## config.mk

```make
export PLATFORM = sky130hd
export DESIGN_NAME = jstk_spi_responder
export DESIGN_NICKNAME = d
export VERILOG_FILES = /design/src/rtl/jstk_spi_responder.sv
export SDC_FILE = /design/constraint.sdc
export NUM_CORES = 1
export LEC_CHECK = 0
export ABC_AREA = 1
export BUFFER_PORTS_ARGS = -buffer_cell sky130_fd_sc_hd__buf_4
export CORE_ASPECT_RATIO = 0.8
export CORE_MARGIN = 5
export CORE_UTILIZATION = 48
export DETAILED_ROUTE_END_ITERATION = 6
export HOLD_SLACK_MARGIN = 0.06
export PLACE_DENSITY = 0.73
export SYNTH_ARGS = -nofsm -noshare
export SYNTH_HDL_FRONTEND = slang
export SYNTH_SLANG_ARGS = --single-unit
export TNS_END_PERCENT = 30
```

## constraint.sdc

```tcl
create_clock -name clk -period 2.1 [get_ports clk]
set_clock_uncertainty 0.2 [all_clocks]
set_input_delay 0.42 -clock clk [delete_from_list [all_inputs] [get_ports clk]]
set_output_delay 0.42 -clock clk [all_outputs]
set_load 0.01 [all_outputs]
```

## src/rtl/jstk_spi_responder.sv

```systemverilog
// SPI mode-0 slave emulating the PmodJSTK joystick: returns a 5-byte position/button
// frame and decodes the master's LED command byte. Optional macro: JSTK_FRAME_ERR_EN.
module jstk_spi_responder #(
   parameter int NBYTES      = 5,
   parameter int SYNC_STAGES = 2
) (
   input  logic       clk,
   input  logic       clr,
   input  logic       SS,
   input  logic       SCLK,
   input  logic       MOSI,
   output logic       MISO,
   output logic       miso_oe,
   input  logic [9:0] x_pos,
   input  logic [9:0] y_pos,
   input  logic [2:0] btn,
   output logic [1:0] led_out,
   output logic       frame_done,
   output logic       frame_err
);

   typedef enum logic [1:0] {
      ST_IDLE   = 2'd0,
      ST_ACTIVE = 2'd1,
      ST_DONE   = 2'd2
   } state_t;

   localparam logic [2:0] NB_C    = 3'(NBYTES);
   localparam logic [5:0] LED_CMD = 6'b100000;

   // Byte of the captured frame at position idx; positions past the frame read as zero.
   function automatic logic [7:0] sel_byte(input logic [39:0] buf_v, input logic [2:0] idx);
      case (idx)
         3'd0:    return buf_v[7:0];
         3'd1:    return buf_v[15:8];
         3'd2:    return buf_v[23:16];
         3'd3:    return buf_v[31:24];
         3'd4:    return buf_v[39:32];
         default: return 8'h00;
      endcase
   endfunction

   logic [SYNC_STAGES-1:0] ss_sync_q;
   logic [SYNC_STAGES-1:0] sck_sync_q;
   logic [SYNC_STAGES-1:0] mosi_sync_q;
   logic                   ss_dly_q;
   logic                   sck_dly_q;

   logic ss_s;
   logic sck_s;
   logic mosi_s;
   logic ss_fall_s;
   logic ss_rise_s;
   logic sck_rise_s;
   logic sck_fall_s;

   state_t      state_q,    state_d;
   logic [2:0]  bit_cnt_q,  bit_cnt_d;
   logic [2:0]  byte_cnt_q, byte_cnt_d;
   logic [7:0]  rx_shift_q, rx_shift_d;
   logic [7:0]  tx_shift_q, tx_shift_d;
   logic [39:0] tx_buf_q,   tx_buf_d;
   logic        miso_q,     miso_d;
   logic        oe_q,       oe_d;
   logic [1:0]  led_q,      led_d;
   logic        done_q,     done_d;

   logic [7:0]  rx_next_s;
   logic [39:0] snap_s;
   logic [7:0]  next_byte_s;
   logic [7:0]  tx_shl_s;

   // Synchronizer chains, preset to the idle bus levels, plus one delayed copy for edge detection
   always_ff @(posedge clk or negedge clr) begin
      if (!clr) begin
         ss_sync_q   <= '1;
         sck_sync_q  <= '0;
         mosi_sync_q <= '0;
         ss_dly_q    <= 1'b1;
         sck_dly_q   <= 1'b0;
      end else begin
         ss_sync_q   <= {ss_sync_q[SYNC_STAGES-2:0], SS};
         sck_sync_q  <= {sck_sync_q[SYNC_STAGES-2:0], SCLK};
         mosi_sync_q <= {mosi_sync_q[SYNC_STAGES-2:0], MOSI};
         ss_dly_q    <= ss_sync_q[SYNC_STAGES-1];
         sck_dly_q   <= sck_sync_q[SYNC_STAGES-1];
      end
   end

   assign ss_s       = ss_sync_q[SYNC_STAGES-1];
   assign sck_s      = sck_sync_q[SYNC_STAGES-1];
   assign mosi_s     = mosi_sync_q[SYNC_STAGES-1];
   assign ss_fall_s  = ss_dly_q & ~ss_s;
   assign ss_rise_s  = ~ss_dly_q & ss_s;
   assign sck_rise_s = ~sck_dly_q & sck_s;
   assign sck_fall_s = sck_dly_q & ~sck_s;

   assign rx_next_s   = {rx_shift_q[6:0], mosi_s};
   assign snap_s      = {5'b00000, btn, 6'b000000, y_pos[9:8], y_pos[7:0],
                         6'b000000, x_pos[9:8], x_pos[7:0]};
   assign next_byte_s = sel_byte(tx_buf_q, byte_cnt_q);
   assign tx_shl_s    = {tx_shift_q[6:0], 1'b0};

   // Frame state register and datapath registers
   always_ff @(posedge clk or negedge clr) begin
      if (!clr) begin
         state_q    <= ST_IDLE;
         bit_cnt_q  <= 3'd0;
         byte_cnt_q <= 3'd0;
         rx_shift_q <= 8'h00;
         tx_shift_q <= 8'h00;
         tx_buf_q   <= 40'h0;
         miso_q     <= 1'b0;
         oe_q       <= 1'b0;
         led_q      <= 2'b00;
         done_q     <= 1'b0;
      end else begin
         state_q    <= state_d;
         bit_cnt_q  <= bit_cnt_d;
         byte_cnt_q <= byte_cnt_d;
         rx_shift_q <= rx_shift_d;
         tx_shift_q <= tx_shift_d;
         tx_buf_q   <= tx_buf_d;
         miso_q     <= miso_d;
         oe_q       <= oe_d;
         led_q      <= led_d;
         done_q     <= done_d;
      end
   end

   // Next-state logic; ss_rise has priority over any SCLK edge seen in the same cycle
   always_comb begin
      state_d    = state_q;
      bit_cnt_d  = bit_cnt_q;
      byte_cnt_d = byte_cnt_q;
      rx_shift_d = rx_shift_q;
      tx_shift_d = tx_shift_q;
      tx_buf_d   = tx_buf_q;
      miso_d     = miso_q;
      oe_d       = oe_q;
      led_d      = led_q;
      done_d     = 1'b0;

      if (ss_rise_s) begin
         state_d    = ST_IDLE;
         oe_d       = 1'b0;
         miso_d     = 1'b0;
         bit_cnt_d  = 3'd0;
         byte_cnt_d = 3'd0;
         done_d     = (state_q == ST_DONE);
      end else begin
         case (state_q)
            ST_IDLE: begin
               oe_d   = 1'b0;
               miso_d = 1'b0;
               if (ss_fall_s) begin
                  tx_buf_d   = snap_s;
                  tx_shift_d = snap_s[7:0];
                  miso_d     = snap_s[7];
                  oe_d       = 1'b1;
                  bit_cnt_d  = 3'd0;
                  byte_cnt_d = 3'd0;
                  state_d    = ST_ACTIVE;
               end else begin
                  state_d = ST_IDLE;
               end
            end
            ST_ACTIVE: begin
               oe_d = 1'b1;
               if (sck_rise_s) begin
                  rx_shift_d = rx_next_s;
                  if (bit_cnt_q == 3'd7) begin
                     bit_cnt_d  = 3'd0;
                     byte_cnt_d = byte_cnt_q + 3'd1;
                     if ((byte_cnt_q == 3'd0) && (rx_next_s[7:2] == LED_CMD)) begin
                        led_d = rx_next_s[1:0];
                     end else begin
                        led_d = led_q;
                     end
                     if ((byte_cnt_q + 3'd1) == NB_C) begin
                        state_d = ST_DONE;
                        miso_d  = 1'b0;
                     end else begin
                        state_d = ST_ACTIVE;
                     end
                  end else begin
                     bit_cnt_d = bit_cnt_q + 3'd1;
                  end
               end else if (sck_fall_s) begin
                  // A fall right after a completed byte starts the next byte's MSB
                  if ((bit_cnt_q == 3'd0) && (byte_cnt_q != 3'd0)) begin
                     tx_shift_d = next_byte_s;
                     miso_d     = next_byte_s[7];
                  end else begin
                     tx_shift_d = tx_shl_s;
                     miso_d     = tx_shl_s[7];
                  end
               end else begin
                  state_d = ST_ACTIVE;
               end
            end
            ST_DONE: begin
               miso_d = 1'b0;
            end
            default: begin
               state_d = ST_IDLE;
               oe_d    = 1'b0;
               miso_d  = 1'b0;
            end
         endcase
      end
   end

   assign MISO       = miso_q;
   assign miso_oe    = oe_q;
   assign led_out    = led_q;
   assign frame_done = done_q;

`ifdef JSTK_FRAME_ERR_EN
   logic err_q, err_d;

   // Abort flag: deselect while bytes are still outstanding
   always_comb begin
      err_d = 1'b0;
      if (ss_rise_s && (state_q == ST_ACTIVE)) begin
         err_d = 1'b1;
      end else begin
         err_d = 1'b0;
      end
   end

   // Registered abort pulse
   always_ff @(posedge clk or negedge clr) begin
      if (!clr) begin
         err_q <= 1'b0;
      end else begin
         err_q <= err_d;
      end
   end

   assign frame_err = err_q;
`else
   assign frame_err = 1'b0;
`endif

endmodule

```

# Word-level counts from Yosys, hierarchy flattened
# Cells that the tools add are included.
totals:
  wordCells: 96
  output_inout_bits: 6
  regBits: 58
classes:
  n_bitwise: 9
  n_mux: 34
  n_reduce_logical: 16
  addsub: 2
  n_eq_ne: 20
op_table:
  columns: ["cell", "count"]
  rows:
  - ["case mux 8 bit (5 select lines)", 1]
  - ["two-way mux 7 bit", 4]
  - ["two-way mux 3 bit", 7]
  - ["!= test 4 bit (second input constant)", 4]
  - ["AND reduction 3 bit", 5]
  - ["case mux 7 bit (2 select lines)", 1]
  - ["case mux 3 bit (2 select lines)", 2]
  - ["two-way mux 1 bit", 11]
  - ["two-way mux 2 bit", 5]
  - ["AND reduction 5 bit", 2]
  - ["== test 3 bit (second input constant)", 3]
  - ["!= test 3 bit (second input constant)", 3]
  - ["!= test 2 bit (second input constant)", 4]
  - ["adder 3 x 1 -> 3 bit (second input constant)", 2]
  - ["== test 3 x 2 -> 1 bit (second input constant)", 2]
  - ["== test 6 bit (second input constant)", 1]
  - ["logical NOT 3 bit", 2]
  - ["case mux 2 bit (3 select lines)", 1]
  - ["nonzero test 3 bit", 2]
  - ["inverter 1 bit", 5]
  - ["bitwise AND 1 bit", 4]
  - ["AND reduction 4 bit", 1]
  - ["== test 3 x 1 -> 1 bit (second input constant)", 1]
  - ["case mux 1 bit (3 select lines)", 1]
  - ["6 further kinds", 7]

# Depth between registers and ports, before layout
# Gate-level depths: netlist of run 1.
logic_depth:
  word_depth: 7
  ltp_mapped: 11
  depth_no_buf: 11

# Least setup slack after synthesis of run 1
# Ideal clock, no wire load.
synth_timing:
  path_type: "reg-to-reg"
  start: "register ss_dly_q"
  end: "register led_q[0] (netlist: led_out[0])"
  path_stages_with_launch: 11
  t_arrival_ps: 1445
  path_slack_ps: 338
  setup_time_ps: 117
  cell_sequence: "dfstp_2 -> inv_1 -> ha_1 -> nor2_2 -> nand2_2 -> nor2_4 -> inv_2 -> nor2_4 -> nand2_1 -> nand2_1 -> nand2_1"
synth_between:
  elab_chain_cells: 4
synth_rtl:
  columns: ["element", "line_no", "text"]
  rows:
  - ["start, declared", "46", "logic ss_dly_q;"]
  - ["start signal, assigned", "85", "ss_dly_q <= ss_sync_q[SYNC_STAGES-1];"]
  - ["inverter 1 bit", "94", "assign ss_rise_s = ~ss_dly_q & ss_s;"]
  - ["bitwise AND 1 bit", "94", null]
  - ["inverter 1 bit (no line)", null, null]
  - ["AND reduction 5 bit (no line)", null, null]
  - ["end signal, assigned", "126", "led_q <= led_d;"]
  - ["end, declared", "65", "logic [1:0] led_q, led_d;"]
# Every way passes these cells.
# A chain may end at the register's enable or synchronous reset.

# Worst setup path after layout of run 1
layout_timing:
  start: "register ss_dly_q"
  end: "register tx_shift_q[6]"
layout_between:
  elab_chain_cells: 4
  elab_cells_between_ends: 6
layout_rtl:
  columns: ["element", "line_no", "text"]
  rows:
  - ["branches (longest 3 deep; another with != test 2 bit)", null, null]
  - ["AND reduction 5 bit (no line) *", null, null]
  - ["end signal, assigned", "122", "tx_shift_q <= tx_shift_d;"]
  - ["end, declared", "61", "logic [7:0] tx_shift_q, tx_shift_d;"]
# Every way passes the cells marked *.

==> results of run 1 <==
how the worst min path moves through the flow:
stage / startpoint / endpoint / slack [ns] / cells after the start
CTS: btn[2] / tx_buf_q[34] / 0.12 / 2
global route: x_pos[8] / tx_buf_q[8] / 0.13 / 2
floorplan: clr / MISO / -0.08 / 0
detailed placement: sck_sync_q[0] / sck_sync_q[1] / 0.14 / 0
global placement: mosi_sync_q[0] / mosi_sync_q[1] / 0.13 / 0
finish: y_pos[8] / tx_buf_q[24] / 0.12 / 2
stage by stage:
| stage | cells | hold slack (ns) | TNS, ns |
|---|---|---|---|
| final | 445 | 0.1230 | 0 |
| after global routing | 445 | 0.1267 | -0.0004323 |
| after CTS | 445 | 0.1191 | 0 |
| after detailed placement | 433 | 0.1363 | 0 |
| after global placement | 433 | 0.1327 | 0 |
| after floorplan | 327 | -0.07559 | 0 |
cell type report:
| type | count | area (um^2) |
|---|---|---|
| multi-input cells | 225 | 1201 |
| well taps | 78 | 97.59 |
| inverters | 39 | 148.9 |
| flip-flops and latches | 56 | 1405 |
| clock buffers | 5 | 68.82 |
| fillers | 506 | 2306 |
| repair buffers | 39 | 302.8 |
| clock inverters | 3 | 25.02 |
cell families (layout without fill, tap and decap cells):
family | Yosys count | after routing
AOI/OAI and AO/OA | 43 | 43
adders and majority gates | 12 | 12
buffers and inverters | 46 | 86
DFF | 56 | 56
muxes | 10 | 10
other | 1 | 1
and+or+nand+nor | 159 | 159
state kept, by name, indices dropped and copies added, names as in the netlist, 2 cells and up:
name and count:
tx_buf_q 21, rx_shift_q 7, tx_shift_q 7, bit_cnt_q 3
byte_cnt_q 3, led_out 2, mosi_sync_q 2, sck_sync_q 2
ss_sync_q 2, state_q 2
where the power goes:
part | internal [uW] | leakage (uW) | switching (uW) | total [uW]
Combinational | 644 | 0.000967 | 942 | 1590
Clock | 244 | 0.0000452 | 385 | 630
Sequential | 1480 | 0.000675 | 254 | 1740
per-layer routing:
metal  wire (um)  GRT usage  vias to the layer above
met5           0          0                        -
met3         372    0.03537                        8
met2        2254     0.2278                       50
met4          71    0.05256                        0
li1            -          -                     1109
met1        2795     0.2460                     1021
Yosys cell counts, drive strengths merged (2+ instances only):
cell	count
dfrtp	53
ha	12
nor2	37
nand2	97
nor3	2
mux2	10
buf	7
inv	39
nand3	21
o21ai	21
a21oi	20
dfstp	3
worst register-to-register path, delay by kind of cell, from the launching register on:
kind / cells / cell delay [ns]
DFF: 1 / 0.55
AOI/OAI and AO/OA: 3 / 0.41
and+or+nand+nor: 3 / 0.38
adders and majority gates: 1 / 0.20
buffers and inverters: 2 / 0.14
repair_timing:
action                     4_1_cts  5_1_grt
setup endpoints to repair        0        3
hold buffers                     4        0
gates resized for setup          0        2
hold endpoints to repair        56        0
==> impl_metrics.py, run 1 <==
metrics = {
    "route": {
        "first_pass_iters": 5,
        "wl_per_cell_um": 12.34,
        "routed-via-count": 2188,
        "route.detailed.drc": 0,
        "drt_iter0_markers": 92,
        "ant_nets": 0,
        "avgViaCountPerCell": 4.917,
        "drt-total-wl_mm": 5.493,
    },
    "timing": {
        "period_minus_slack_ns": 1.922,
        "tightest_slew_ns": 0.6919,
        "fin_ws_ns": 0.1783,
        "hold_viol": 0,
        "timing.final.crit_share": 0.9151,
        "drv_slew": 0,
        "max_freq_mhz": 520.4,
        "setup_viol": 0,
        "slew_headroom": 0.5387,
        "grt_setup_unrepaired": "true",
    },
    "final_layout": {
        "areaGrowthSynthToFinish_pct": 16.04,
        "layout-drive-gt1-share": 0.2125,
        "design_area_um2": 3249,
        "final_cell_mix": "92 x nand2_1, 53 x dfrtp_1, 35 x buf_4",
        "mostFrequentLayoutCell": "nand2_1",
        "nets": 406,
        "fin_util": 0.5849,
        "antennaDiodeCount": 0,
    },
    "worst_setup_path": {
        "crit_slowest_cell": "dfstp_2",
        "critPathLaunch": "ss_dly_q",
        "cp_max_fo": 11,
        "r2r_end": "tx_shift_q[6]",
        "path_common_cell": "inv_1",
        "timing.rr.start": "ss_dly_q",
        "crit_cells": 9,
        "endpoint": "tx_shift_q[6]",
        "critPathCaptureType": "register",
        "worst_setup_path_start_kind": "register",
        "reg2reg_slack_ns": 0.18,
        "crit_chain": "inv_1 -> ha_1 -> nor2_2 -> o21ai_1 -> inv_1 -> nand2_2 -> a21oi_1 -> o21ai_0 -> nand2_1",
        "ff2ff_path_depth": 9,
        "cp.arrival_ns": 1.99,
        "path_delay_family": "flip-flops",
        "worstSetupPathType": "register to register",
        "critPathMaxStageDelay_ns": 0.55,
        "crit_buf_inv": 2,
        "cp_data_required_time_ns": 2.17,
    },
    "synthesis": {
        "yosys_warnings": 0,
        "synth_cell_types": 29,
        "synth_top_area_frac": 0.4736,
        "ys_ff_latch": 56,
        "synth_compound_gate_area_share": 0.07864,
        "yosys_most_used_dff": "dfrtp_1",
        "synthSimpleGateAreaFrac": 0.2480,
        "synthMuxAreaShare": 0.04558,
        "synth_area_leaders": "dfrtp_1 47%, nand2_1 12%, ha_1 5.4%",
        "synth_seq_area_share": 0.5018,
        "syn_area_per_cell_um2": 8.563,
        "synth_nets": 367,
        "synth-edff-count": 0,
        "synth-xor-area-share": 0,
        "synthesis.area_um2": 2800,
        "synth_area_leader_cell": "dfrtp_1",
        "syn_inst": 327,
        "synth_fa_ha_area_frac": 0.05362,
        "synth_top_family_by_area": "simple AND/OR/NAND/NOR gates",
        "postSynth.asyncResetShare": 1.000,
    },
    "placed_design": {
        "routabilityCongestion": 0.8832,
        "hpwl_mm": 4.060,
        "dpl_cell_area_um2": 3110,
        "preCtsSetupSlack_ns": 0.1799,
        "port_buffers": 32,
    },
    "clock_tree": {
        "clockBufferDepth": 2,
        "clkTransAtPathRegs_ns": 0.11,
        "htree_levels": 2,
        "clock-root-buffer": "clkbuf_8",
        "clock_sinks": 56,
        "numCtsBuffers": 5,
        "clock_latency_ns": 0.32,
        "post_cts_buffers": 0,
        "cts_tree": "built",
    },
    "floorplan": {
        "rows": 24,
        "start_util": 0.5041,
        "die-area_um2": 7471,
        "pin_count": 34,
        "die_w_um": 95.40,
        "coreArea_um2": 5555,
        "die_h_um": 78.32,
    },
    "power": {
        "powerDensity_nw_per_um2": 1217,
        "p_total_uw": 3954,
        "ir_drop_mv": 0.6451,
        "p_leak_uw": 0.001687,
    },
    "job": {
        "maxCapViolCount": 0,
    },
    "global_route": {
        "grt-ovfl-total": 0,
        "grt_pass1_vias": 2074,
        "antenna_found_initial": 0,
        "track_usage": 0.1618,
        "grt_max_degree": 57,
        "grt_first_pass_wirelength_mm": 9.584,
    },
    "hold_path": {
        "hold_path.class": "primary input to register",
    },
    "run_status": {
        "outcome": "complete, no violations",
    },
}
(Power assumes the default switching activity.)
==> run 2: changes to the inputs <==
Settings changed: CTS_BUF_LIST from default to sky130_fd_sc_hd__clkbuf_4.
==> run 2 against run 1 <==
Non-clock buffer count rose by 8. Total power decreased by 3.0%. Final area up 1.5%. Utilization is 0.88 points higher. Highest routed layer unchanged. Critical path depth unchanged. Combinational power barely moved. First-iteration DRC count shrank 14%. Cell count rose by 1.8%.
==> impl_metrics.py, run 2 (synthesized netlist as in run 1, its figures left out) <==
metrics = {
    "run_status": {
        "outcome": "complete, no violations",
    },
    "floorplan": {
        "die_h_um": 78.32,
        "coreArea_um2": 5555,
        "start_util": 0.5041,
        "die_w_um": 95.40,
        "rows": 24,
        "pin_count": 34,
        "die-area_um2": 7471,
    },
    "clock_tree": {
        "clock_sinks": 56,
        "clkTransAtPathRegs_ns": 0.17,
        "numCtsBuffers": 5,
        "cts_tree": "built",
        "htree_levels": 2,
        "clock-root-buffer": "clkbuf_4",
        "post_cts_buffers": 0,
        "clock_latency_ns": 0.38,
        "clockBufferDepth": 2,
    },
    "worst_setup_path": {
        "path_common_cell": "inv_1",
        "cp_data_required_time_ns": 2.23,
        "critPathCaptureType": "register",
        "critPathMaxStageDelay_ns": 0.57,
        "cp.arrival_ns": 2.07,
        "worstSetupPathType": "register to register",
        "reg2reg_slack_ns": 0.17,
        "cp_max_fo": 11,
        "crit_slowest_cell": "dfstp_2",
        "crit_chain": "inv_1 -> ha_1 -> nor2_2 -> o21ai_1 -> inv_1 -> nand2_2 -> a21oi_1 -> o21ai_0 -> nand2_1",
        "worst_setup_path_start_kind": "register",
    },
    "global_route": {
        "grt-ovfl-total": 0,
        "track_usage": 0.1628,
        "antenna_found_initial": 0,
        "grt_pass1_vias": 2118,
        "grt_first_pass_wirelength_mm": 9.777,
        "grt_max_degree": 57,
    },
    "timing": {
        "max_freq_mhz": 517.3,
        "whs_ns": 0.06708,
        "setup_viol": 0,
        "fin_ws_ns": 0.1669,
        "period_minus_slack_ns": 1.933,
        "tightest_slew_ns": 0.6941,
        "hold_viol": 0,
        "grt_setup_unrepaired": "true",
        "drv_slew": 0,
        "timing.final.crit_share": 0.9205,
        "slew_headroom": 0.5373,
    },
    "final_layout": {
        "final_cell_mix": "92 x nand2_1, 53 x dfrtp_1, 35 x buf_4",
        "largest_reg_flops": 21,
        "biggestRegsByFlops": "tx_buf_q: 21 flops, rx_shift_q: 7 flops, tx_shift_q: 7 flops",
        "stdcell_count": 453,
        "antennaDiodeCount": 0,
        "areaGrowthSynthToFinish_pct": 17.78,
        "nets": 414,
        "layout-drive-gt1-share": 0.2080,
        "mostFrequentLayoutCell": "nand2_1",
        "regMostFlops": "tx_buf_q",
    },
    "hold_path": {
        "hold_path.class": "primary input to register",
    },
    "power": {
        "powerDensity_nw_per_um2": 1163,
        "p_comb_frac": 0.415,
        "p_leak_uw": 0.001708,
        "ir_drop_mv": 0.5564,
        "p_switching_uw": 1560,
        "p_total_uw": 3835,
        "swShare": 0.4067,
        "clockPowerShare": 0.131,
        "internal_power_uw": 2275,
        "p_seq_frac": 0.453,
    },
    "route": {
        "ant_nets": 0,
        "avgViaCountPerCell": 4.861,
        "wl_per_cell_um": 12.28,
        "routed-via-count": 2202,
        "first_pass_iters": 4,
        "route.detailed.drc": 0,
        "drt_iter0_markers": 79,
        "drt-total-wl_mm": 5.563,
    },
    "placed_design": {
        "placedCellCount": 433,
        "hpwl_mm": 4.060,
        "preCtsSetupSlack_ns": 0.1799,
        "port_buffers": 32,
        "routabilityCongestion": 0.8832,
    },
    "job": {
        "maxCapViolCount": 0,
    },
}
run 2: timing repair:
item | 4_1_cts | 5_1_grt
setup endpoints to repair | 0 | 3
hold buffers | 12 | 0
hold endpoints to repair | 64 | 0
resized for setup | 0 | 2
run 2: critical path, delay by kind of cell (launching register included):
| kind | cells | cell delay, ns |
|---|---|---|
| flops | 1 | 0.57 |
| compound gates | 3 | 0.39 |
| simple gates | 3 | 0.38 |
| buf+inv | 2 | 0.14 |
| fa+ha+maj | 1 | 0.20 |
run 2: per-layer routing:
metal | track usage | wire length [um] | vias up
li1 | - | - | 1121
met4 | 0.03125 | 45 | 0
met5 | 0 | 0 | -
met3 | 0.03442 | 346 | 4
met2 | 0.2369 | 2354 | 48
met1 | 0.2509 | 2817 | 1029
run 2: metrics by stage:
step	cell area, um^2	util	setup TNS, ns
after CTS	3293	0.5928	0
after global placement	3110	0.5599	0
after floorplan	2800	-	0
final	3298	0.5937	0
after detailed placement	3110	0.5599	0
after global routing	3298	0.5937	-0.01031
run 2: area by class of cell:
cell class	count	area, um^2
fillers	497	2257
flip-flops and latches	56	1405
multi-input cells	225	1201
repair buffers	47	382.9
inverters	39	148.9
well taps	78	97.59
clock buffers	5	37.54
clock inverters	3	25.02
run 2: path summary, 6_finish.rpt:
| path | startpoint | to | cells past startpoint |
|---|---|---|---|
| worst max-delay path | ss_dly_q | tx_shift_q[6] | 9 |
| worst min-delay path | y_pos[9] | tx_buf_q[25] | 2 |
| worst max register to register | ss_dly_q | tx_shift_q[6] | 9 |
| worst min register to register | ss_sync_q[0] | ss_sync_q[1] | 0 |
| max in group asynchronous | clr | state_q[1] | 2 |
| min in group asynchronous | clr | tx_buf_q[33] | 2 |
run 2: power groups by stage:
stage | clock network, uW | registers [uW] | logic [uW]
after floorplan | 0 | 1690 | 1210
after global placement | 0 | 1750 | 1540
after detailed placement | 0 | 1750 | 1570
after CTS | 524 | 1740 | 1600
after global routing | 561 | 1790 | 1860
final | 504 | 1740 | 1590
